`config.mk`:
```
export PLATFORM = sky130hd
export DESIGN_NAME = hls_cdp_icvt_chn_data_out_rsci
export DESIGN_NICKNAME = d
export VERILOG_FILES = /design/src/rtl/hls_cdp_icvt_pkg.sv /design/src/rtl/hls_cdp_icvt_out_skid_fifo.sv /design/src/rtl/hls_cdp_icvt_chn_data_out_rsci.sv
export SDC_FILE = /design/constraint.sdc
export NUM_CORES = 1
export LEC_CHECK = 0
export ABC_AREA = 1
export CORE_ASPECT_RATIO = 0.9
export CORE_MARGIN = 8
export CORE_UTILIZATION = 52
export DETAILED_ROUTE_END_ITERATION = 16
export GPL_ROUTABILITY_DRIVEN = 1
export HOLD_SLACK_MARGIN = 0.06
export PLACE_DENSITY = 0.77
export SYNTH_ARGS = -nofsm -noshare
export SYNTH_HDL_FRONTEND = slang
export SYNTH_HIERARCHICAL = 1
export SYNTH_SLANG_ARGS = --single-unit
export TNS_END_PERCENT = 20
```
`constraint.sdc`:
```
create_clock -name nvdla_core_clk -period 6.7 [get_ports nvdla_core_clk]
set_clock_uncertainty 0.15 [all_clocks]
set_input_delay 0.67 -clock nvdla_core_clk [delete_from_list [all_inputs] [get_ports nvdla_core_clk]]
set_output_delay 0.67 -clock nvdla_core_clk [all_outputs]
set_load 0.005 [all_outputs]
```
`src/rtl/hls_cdp_icvt_pkg.sv`:
```
// Shared constants and types for the CDP input-convert output channel.
// Optional feature macro used by this slice: CDP_ICVT_OUT_PERF_EN.
package hls_cdp_icvt_pkg;

    // Default data width of the core write port and downstream bus.
    localparam int DEFAULT_WIDTH = 64;

    // Default number of buffered entries (legal range 2..8).
    localparam int DEFAULT_DEPTH = 2;

    // Width of the optional stall performance counters.
    localparam int PERF_CNT_W = 32;

    // Pointer width needed to address `depth` entries (at least one bit).
    function automatic int ptr_w(input int depth);
        return (depth > 1) ? $clog2(depth) : 1;
    endfunction

    // Pointer type for the default depth; modules with an overridden DEPTH
    // derive their own local pointer type from ptr_w(DEPTH).
    typedef logic [ptr_w(DEFAULT_DEPTH)-1:0] ptr_t;

endpackage : hls_cdp_icvt_pkg

```
`src/rtl/hls_cdp_icvt_out_skid_fifo.sv`:
```
// Small output FIFO for the CDP input-convert channel.
// Keeps storage, pointers, occupancy, a registered full flag and a
// registered head/valid pair so nothing downstream reaches the core stall
// combinationally. DEPTH need not be a power of two.
module hls_cdp_icvt_out_skid_fifo
    import hls_cdp_icvt_pkg::*;
#(
    parameter  int WIDTH = DEFAULT_WIDTH,
    parameter  int DEPTH = DEFAULT_DEPTH,
    localparam int CW    = $clog2(DEPTH + 1)
) (
    input  logic             clk,
    input  logic             rst_n,
    input  logic             push,
    input  logic [WIDTH-1:0] push_data,
    input  logic             pop,
    output logic [WIDTH-1:0] head,
    output logic             valid,
    output logic             full
);

    localparam int PW = ptr_w(DEPTH);
    typedef logic [PW-1:0] idx_t;

    // Advance a pointer, wrapping at DEPTH rather than at a power of two.
    function automatic idx_t wrap_inc(input idx_t p);
        return (p == idx_t'(DEPTH - 1)) ? '0 : p + 1'b1;
    endfunction

    logic [WIDTH-1:0] mem [DEPTH];

    idx_t             rd_ptr_q, rd_ptr_d;
    idx_t             wr_ptr_q, wr_ptr_d;
    logic [CW-1:0]    count_q,  count_d;
    logic [WIDTH-1:0] head_q,   head_d;
    logic             full_q;
    logic             valid_q;

    // Next-state for pointers, occupancy and the registered head.
    always_comb begin
        // NOTE: every variable gets a default first so no path leaves it
        // unassigned, which would otherwise infer a latch.
        rd_ptr_d = rd_ptr_q;
        wr_ptr_d = wr_ptr_q;
        count_d  = count_q;
        head_d   = head_q;

        if (pop) begin
            rd_ptr_d = wrap_inc(rd_ptr_q);
        end
        if (push) begin
            wr_ptr_d = wrap_inc(wr_ptr_q);
        end

        if (push && !pop) begin
            count_d = count_q + 1'b1;
        end else if (pop && !push) begin
            count_d = count_q - 1'b1;
        end

        // The new head is the entry at the next read pointer; if that slot is
        // the one being written this cycle, take the incoming data directly.
        // When the FIFO goes empty the last head value is held.
        if (count_d != '0) begin
            if (push && (wr_ptr_q == rd_ptr_d)) begin
                head_d = push_data;
            end else begin
                head_d = mem[rd_ptr_d];
            end
        end
    end

    // Control state: pointers, occupancy, flags and the head register.
    always_ff @(posedge clk or negedge rst_n) begin
        // NOTE: sequential state uses non-blocking assignments so every
        // register samples pre-edge values regardless of block ordering.
        if (!rst_n) begin
            rd_ptr_q <= '0;
            wr_ptr_q <= '0;
            count_q  <= '0;
            head_q   <= '0;
            full_q   <= 1'b0;
            valid_q  <= 1'b0;
        end else begin
            rd_ptr_q <= rd_ptr_d;
            wr_ptr_q <= wr_ptr_d;
            count_q  <= count_d;
            head_q   <= head_d;
            full_q   <= (count_d == CW'(DEPTH));
            valid_q  <= (count_d != '0);
        end
    end

    // Storage write on push.
    always_ff @(posedge clk) begin
        // NOTE: the storage array has no reset; its contents are only read
        // after being written, and a reset here would cost a reset net per bit.
        if (push) begin
            mem[wr_ptr_q] <= push_data;
        end
    end

    assign head  = head_q;
    assign valid = valid_q;
    assign full  = full_q;

endmodule : hls_cdp_icvt_out_skid_fifo

```
`src/rtl/hls_cdp_icvt_chn_data_out_rsci.sv`:
```
// Output-channel interface of the CDP input-convert HLS core.
// Produces the channel's contribution to the core write enable from a
// registered full flag (never from downstream ready), buffers core writes in
// a small FIFO and drives the lz/vz handshake downstream.
// Optional feature macro: CDP_ICVT_OUT_PERF_EN adds two saturating stall
// counters as extra outputs.
module hls_cdp_icvt_chn_data_out_rsci
    import hls_cdp_icvt_pkg::*;
#(
    parameter int WIDTH = DEFAULT_WIDTH,
    parameter int DEPTH = DEFAULT_DEPTH
) (
    input  logic                  nvdla_core_clk,
    input  logic                  nvdla_core_rstn,
    input  logic                  core_req,
    input  logic [WIDTH-1:0]      core_data,
    input  logic                  core_wen,
    input  logic                  core_wten,
    output logic                  chn_data_out_rsci_wen_comp,
    output logic [WIDTH-1:0]      chn_data_out_rsc_z,
    output logic                  chn_data_out_rsc_lz,
    input  logic                  chn_data_out_rsc_vz
`ifdef CDP_ICVT_OUT_PERF_EN
    ,
    output logic [PERF_CNT_W-1:0] perf_out_stall_cnt,
    output logic [PERF_CNT_W-1:0] perf_core_stall_cnt
`endif
);

    logic full;
    logic push;
    logic pop;

    // Stall only while the core wants to write and the buffer was already
    // full at the last edge; a pop in the same cycle is not credited until
    // the next cycle, which keeps downstream ready off the stall path.
    assign chn_data_out_rsci_wen_comp = ~core_req | ~full;

    // core_wen already folds in wen_comp, so a push can never hit a full FIFO.
    assign push = core_req & core_wen;
    assign pop  = chn_data_out_rsc_lz & chn_data_out_rsc_vz;

    hls_cdp_icvt_out_skid_fifo #(
        .WIDTH (WIDTH),
        .DEPTH (DEPTH)
    ) u_fifo (
        .clk       (nvdla_core_clk),
        .rst_n     (nvdla_core_rstn),
        .push      (push),
        .push_data (core_data),
        .pop       (pop),
        .head      (chn_data_out_rsc_z),
        .valid     (chn_data_out_rsc_lz),
        .full      (full)
    );

`ifdef CDP_ICVT_OUT_PERF_EN
    logic [PERF_CNT_W-1:0] perf_out_stall_q;
    logic [PERF_CNT_W-1:0] perf_core_stall_q;

    // Saturating count of cycles in which this channel held the core back.
    always_ff @(posedge nvdla_core_clk or negedge nvdla_core_rstn) begin
        if (!nvdla_core_rstn) begin
            perf_out_stall_q <= '0;
        end else if (core_req && !chn_data_out_rsci_wen_comp && (perf_out_stall_q != '1)) begin
            perf_out_stall_q <= perf_out_stall_q + 1'b1;
        end
    end

    // Saturating count of cycles following a core stall from any channel.
    always_ff @(posedge nvdla_core_clk or negedge nvdla_core_rstn) begin
        if (!nvdla_core_rstn) begin
            perf_core_stall_q <= '0;
        end else if (core_wten && (perf_core_stall_q != '1)) begin
            perf_core_stall_q <= perf_core_stall_q + 1'b1;
        end
    end

    assign perf_out_stall_cnt  = perf_out_stall_q;
    assign perf_core_stall_cnt = perf_core_stall_q;
`else
    // Performance counters are not built in this configuration.
`endif

`ifndef SYNTHESIS
    logic wen_d_q;
    logic past_valid_q;

    // Remember the previous core_wen to cross-check the staller's core_wten.
    always_ff @(posedge nvdla_core_clk or negedge nvdla_core_rstn) begin
        if (!nvdla_core_rstn) begin
            wen_d_q      <= 1'b1;
            past_valid_q <= 1'b0;
        end else begin
            wen_d_q      <= core_wen;
            past_valid_q <= 1'b1;
        end
    end

    a_no_push_when_full : assert property (
        @(posedge nvdla_core_clk) disable iff (!nvdla_core_rstn)
        push |-> !full);

    a_no_pop_when_empty : assert property (
        @(posedge nvdla_core_clk) disable iff (!nvdla_core_rstn)
        pop |-> chn_data_out_rsc_lz);

    a_z_stable_when_stalled : assert property (
        @(posedge nvdla_core_clk) disable iff (!nvdla_core_rstn)
        (chn_data_out_rsc_lz && !chn_data_out_rsc_vz) |=> $stable(chn_data_out_rsc_z));

    a_wten_tracks_wen : assert property (
        @(posedge nvdla_core_clk) disable iff (!nvdla_core_rstn)
        past_valid_q |-> (core_wten == !wen_d_q));
`endif

endmodule : hls_cdp_icvt_chn_data_out_rsci

```
* Word-level counts from Yosys, hierarchy flattened
Memory sizes are Yosys's and may differ from the RTL's. A register that Yosys moved wholly into a read port is not among the register bits.
Index checks and enable logic that the tools add are counted.
** Cells by class
- Add/subtract/negate cells :: 4
- Equality and inequality tests :: 1
- Multiplexer cells :: 7
- Bitwise gates (word level) :: 5
- Reductions and logical operators :: 6
** Operators with widths (number)
- two-way mux 1 bit :: 5
- two-way mux 2 bit :: 2
- logical NOT 1 bit :: 3
- adder 1 bit, second input constant :: 2
- adder 2 x 1 -> 2 bit, second input constant :: 1
- AND 1 bit :: 2
- equality test 2 bit, second input constant :: 1
- logical AND 1 bit :: 2
- NOT 1 bit :: 2
- nonzero test 2 bit :: 1
- subtractor 2 x 1 -> 2 bit, second input constant :: 1
- OR 1 bit :: 1
** Storage, ports and cells
- Register bits after elaboration :: 6
- Bits in writable memories :: 128
- Bits of input ports :: 70
- Output and inout port bits :: 66
- Logic and storage cells :: 29
- Memories kept :: 1
** Memory list
- u_fifo.mem :: words 2, width 64, read ports 1, clocked after memory_dff 1, write ports 1, line hls_cdp_icvt_out_skid_fifo.sv:30 : logic [WIDTH-1:0] mem [DEPTH];

* Depth between registers and ports, before layout
- Word-level depth :: 6
- Depth in mapped cells :: 13
- Mapped depth without buffers :: 11

* Hierarchy
Netlist, hierarchy kept.
** By module, submodules not included
- hls_cdp_icvt_out_skid_fifo :: times used 1, cells each 1001, area an instance 9147.5 µm², sequential area each 5595.4 µm²
- hls_cdp_icvt_chn_data_out_rsci :: times used 1, cells each 5, area an instance 18.8 µm², sequential area each 0.0 µm²

* Worst setup path after synthesis
No wires, ideal clock.
- Kind :: in2reg
- Start :: input port core_wen
- End :: memory u_fifo/mem[0][0] (netlist name), enable pin
- Library setup time :: 0.488 ns
- Data arrival time :: 3.624 ns
- Required time :: 6.062 ns
- Setup slack :: 2.439 ns
- Cell stages on the path :: 5
- Path buffers :: 1
- Path through :: nand2_1 inv_1 buf_6 inv_2 nor2_1
** On the way
- Longest elaborated chain between the ends :: 3
** RTL lines
- start: declaration :: line hls_cdp_icvt_chn_data_out_rsci.sv:17 : input logic core_wen,
- AND 1 bit :: line hls_cdp_icvt_chn_data_out_rsci.sv:40 : assign push = core_req & core_wen;
- net push :: line hls_cdp_icvt_chn_data_out_rsci.sv:31 : logic push;
- two-way mux 1 bit :: line hls_cdp_icvt_out_skid_fifo.sv:98 : if (push) begin
- two-way mux 1 bit (not written as such) :: line hls_cdp_icvt_out_skid_fifo.sv:99 : mem[wr_ptr_q] <= push_data;
- end: declaration :: line hls_cdp_icvt_out_skid_fifo.sv:30
The timed path passes the listed nets, and every way through them passes these cells.

* Final worst setup path
- Start :: input port core_req
- End :: register u_fifo.head_q[19] (netlist: u_fifo/head[19]), read port of u_fifo.mem
** On the way
- Longest elaborated chain between the ends :: 6
- Elaborated cells between the ends (all ways) :: 7
- Those cells by class :: 2 x mux; 1 x bitwise; 4 x reduce/logical
** RTL lines
- start: declaration :: line hls_cdp_icvt_chn_data_out_rsci.sv:15 : input logic core_req,
- AND 1 bit (*) :: line hls_cdp_icvt_chn_data_out_rsci.sv:40
- net push :: line hls_cdp_icvt_chn_data_out_rsci.sv:31
- logical NOT 1 bit :: line hls_cdp_icvt_out_skid_fifo.sv:57 : end else if (pop && !push) begin
- logical AND 1 bit :: line hls_cdp_icvt_out_skid_fifo.sv:57
- two-way mux 2 bit :: line hls_cdp_icvt_out_skid_fifo.sv:57
- two-way mux 2 bit (*) :: line hls_cdp_icvt_out_skid_fifo.sv:55 : if (push && !pop) begin
- nonzero test 2 bit (*) :: line hls_cdp_icvt_out_skid_fifo.sv:64 : if (count_d != '0) begin
- end: declaration :: line hls_cdp_icvt_out_skid_fifo.sv:35 : logic [WIDTH-1:0] head_q, head_d;
Mark *: on every way through the listed nets, which the timed path passes. The rest lies on a longest branch.
A chain may end at the register's enable or synchronous reset.

==> impl_table.tex <==
\begin{tabular}{lr}
\hline
Metric & Value \\
\hline
\multicolumn{2}{l}{\textbf{Setup path}} \\
Worst setup EP type & flip-flop \\
Slack of the worst reg-to-reg path & 3.97 ns \\
Critical Path Most Common Cell & nand3\_1 \\
Required time of the worst setup path & 6.91 ns \\
Top Family by Delay on Critical Path & buffers and inverters \\
Reg-to-Reg End & u\_fifo/head[35] \\
Startpoint Class & input pin \\
Crit path arrival time & 3.93 ns \\
Worst r2r src & u\_fifo/valid \\
Top fanout value on the critical path & 40 \\
Critical path cell sequence & clkdlybuf4s50\_1 > nand2\_1 > inv\_2 > buf\_4 > nand3\_1 > nand3\_1 > nand2\_2 > nand2\_2 > buf\_4 > nand3\_1 > nand2\_1 \\
Count of cells along the worst register-to-register path & 10 \\
Critical path type & input pin to flip-flop \\
Largest incremental delay on the critical path & 0.57 ns \\
Critical path buffers and inverters & 4 \\
Slowest stage cell on the critical path & buf\_4 \\
\multicolumn{2}{l}{\textbf{Clock tree}} \\
Buffer levels on the longest clock path & 2 \\
Buffers inserted during post-CTS setup optimization & 0 \\
Post-cts sizing count & 0 \\
Clk Latency, worst-skew pair & 0.43 ns \\
CTS Root Buffer Type & clkbuf\_16 \\
CTS sink count & 198 \\
Count of hold buffers inserted by post-cts repair & 0 \\
Clock slew at the register clock pins of the worst setup and hold paths & 0.07 ns \\
TritonCTS clock tree & yes \\
Number of levels the H-tree was split into & 4 \\
Number of CTS-inserted buffers & 17 \\
\multicolumn{2}{l}{\textbf{Floorplan}} \\
Number of I/O pins & 136 \\
FP Rows & 46 \\
Die footprint & 0.02214 mm2 \\
Core region area & 0.01744 mm2 \\
Starting density of the core & 52.56\% \\
Overall die height & 142.0 um \\
Horiz. Die Dim & 156.0 um \\
\multicolumn{2}{l}{\textbf{Power}} \\
Net switching power & 1799 uW \\
Gate power share & 40.7\% \\
Net Sw Frac & 37.23\% \\
Max rail drop VDD & 0.2937 mV \\
Power density over cell area & 434.8 mW/mm2 \\
Sequential group share of total power & 36.9\% \\
Clock share of power & 22.4\% \\
Internal & 3033 uW \\
Lkg Pwr & 0.005329 uW \\
\multicolumn{2}{l}{\textbf{Placed design}} \\
Worst setup slack after placement & 2.623 ns \\
Instance area at placement & 0.01049 mm2 \\
Placed insts & 1329 \\
DP Wirelength & 12.58 mm \\
Port-buffer cells & 134 \\
Final weighted congestion in routability-driven placement & 0.7483 \\
\multicolumn{2}{l}{\textbf{GRT}} \\
Congestion Overflow GR & 0 \\
Via count of the first global-routing pass & 6854 \\
Antenna violations before repair & 0 \\
Wire length of the first global-routing pass & 35.08 mm \\
Global router's overall resource usage & 20.12\% \\
Pin count of the biggest net entering global routing & 71 \\
\multicolumn{2}{l}{\textbf{Routing}} \\
DRC & 0 \\
Avg WL per Cell & 16.33 um \\
Detailed-route wire length & 22.23 mm \\
First-pass iteration count of the detailed router & 7 \\
Number of antenna-violating nets in the routed design & 0 \\
Number of DRC violations after detailed-routing iteration 0 & 507 \\
Vias after detailed routing & 6877 \\
Detailed-route vias per instance & 5.053 \\
\multicolumn{2}{l}{\textbf{Logic synthesis}} \\
Number of enable flip-flop cells after synthesis & 128 \\
Post-synthesis cell type with the largest combined area & edfxtp\_1 \\
Top-area cell type share of the netlist area & 41.93\% \\
Largest cells by area after synthesis & edfxtp\_1 42\%, dfrtp\_1 19\%, nand2\_1 14\%, inv\_1 8.2\%, nand3\_1 7.3\% \\
Total of flip-flops plus latches after synthesis & 198 \\
Top cell types by occurrence after synthesis & 336 x nand2\_1, 200 x inv\_1, 134 x nand3\_1 \\
Netlist area before placement & 0.009166 mm2 \\
Cell with the most instances after synthesis & nand2\_1 \\
Average cell area after synthesis & 9.112 um2 \\
Number of library cell types mapped by synthesis & 15 \\
Prevailing post-synth register cell & edfxtp\_1 \\
Total nets after synthesis & 1076 \\
Synthesized instance count & 1006 \\
Sequential element share of the synthesized area & 61.04\% \\
Synth warnings & 6 \\
Share of synthesized flip-flops with an asynchronous set or reset & 35.35\% \\
\multicolumn{2}{l}{\textbf{STA}} \\
Final period util & 55.45\% \\
Worst setup margin & 2.985 ns \\
RSZ-0062 raised after global routing & false \\
Final Max Slew Viols & 0 \\
Setup\_tns & 0 ns \\
Worst-Margin Slew & 1.034 ns \\
Final Hold Vio Count & 0 \\
Worst relative slew slack & 30.87\% \\
Final Setup Violations & 0 \\
Highest Clock Rate & 0.2692 GHz \\
Final critical-path required period & 3.715 ns \\
\multicolumn{2}{l}{\textbf{Job}} \\
Max-cap viol count & 0 \\
\multicolumn{2}{l}{\textbf{Hold path}} \\
Tightest Hold Check Type & input pin to asynchronous set/reset pin \\
\multicolumn{2}{l}{\textbf{Final layout}} \\
Number of standard cells in the layout, taps in and fillers out & 1361 \\
Antenna fix cells & 0 \\
Synthesis-to-finish area growth & 21.21\% \\
Total number of nets in the final design & 1178 \\
Number of fill cells & 1398 \\
Fraction of layout instances using a drive strength above 1 & 4.906\% \\
Non-Filler Cell Area, Final & 0.01111 mm2 \\
Post-layout utilization of the core & 63.71\% \\
\multicolumn{2}{l}{\textbf{Run status}} \\
Run status & complete, no violations \\
\hline
\end{tabular}
area by class of cell:
type / count / area, um2 / share of cell area [%]
inverters: 203 / 762.0 / 6.858
clock inverters: 11 / 172.7 / 1.554
flip-flops and latches: 198 / 5595 / 50.36
repair buffers: 145 / 1421 / 12.79
well taps: 240 / 300.3 / 2.703
multi-input cells: 543 / 2409 / 21.68
clock buffers: 21 / 450.4 / 4.054
state kept, by name, indices dropped and copies added, names as in the netlist:
signal           flops
u_fifo/head         64
u_fifo/full          1
u_fifo/valid         1
u_fifo/mem         128
u_fifo/count_q       2
u_fifo/wr_ptr_q      1
u_fifo/rd_ptr_q      1
worst register-to-register path, delay by kind of cell, from the launching register on:
kind                   cells  cell delay [ns]
buffers and inverters      3             0.79
DFF                        1             0.39
and+or+nand+nor            7             1.34
metrics by stage:
stage,power [uW],hold WS [ns]
after global placement,3711,0.3451
after global routing,5130,0.3345
after CTS,4859,0.2802
final,4831,0.2596
after detailed placement,3762,0.3453
after floorplan,3020,0.2244
cell usage in the layout (no fill, tap or decap), types with 2 or more instances in the layout:
cell type / n
nand2_2: 5
dfrtp_1: 70
inv_2: 5
nand3_1: 133
bufinv_16: 4
clkinv_2: 2
nand3_2: 3
edfxtp_1: 128
buf_4: 12
clkbuf_1: 3
inv_1: 198
nand4_1: 64
nand2_1: 335
clkbuf_16: 17
clkdlybuf4s50_1: 133
clkinvlp_4: 3
cell families (layout without fill, tap and decap cells):
| kind of cell | after synthesis | after routing | synth area share [%] |
|---|---|---|---|
| XOR/XNOR | 1 | 1 | 0.09557 |
| AND/OR/NAND/NOR | 542 | 542 | 26.02 |
| buffers and inverters | 265 | 380 | 12.84 |
| flip-flops | 198 | 198 | 61.04 |
power by group through the flow:
stage	sequential, uW	combinational, uW	clock, uW
2_1_floorplan	1800	1220	0
3_3_place_gp	1790	1920	0
3_5_place_dp	1800	1960	0
4_1_cts	1780	1980	1100
5_1_grt	1820	2170	1140
6_report	1780	1970	1080
how the worst max path moves through the flow:
stage,to,slack (ns),depth (start not counted),startpoint
floorplan,u_fifo/mem[0][0],2.44,5,core_wen
global route,u_fifo/head[36],2.86,11,core_req
detailed placement,u_fifo/head[19],2.62,11,core_req
finish,u_fifo/head[19],2.98,11,core_req
CTS,u_fifo/head[19],3.06,11,core_req
global placement,u_fifo/head[19],2.65,11,core_req
metal layers:
layer  global-route usage [%]  wire length (um)  share of wire, %
met1                    24.63              9285                42
met2                    34.45             10940                49
met3                    5.222              1838               8.3
met4                    5.918               167              0.75
met5                        0                 0                 0
No activity file was read; power rests on OpenSTA's default activity.
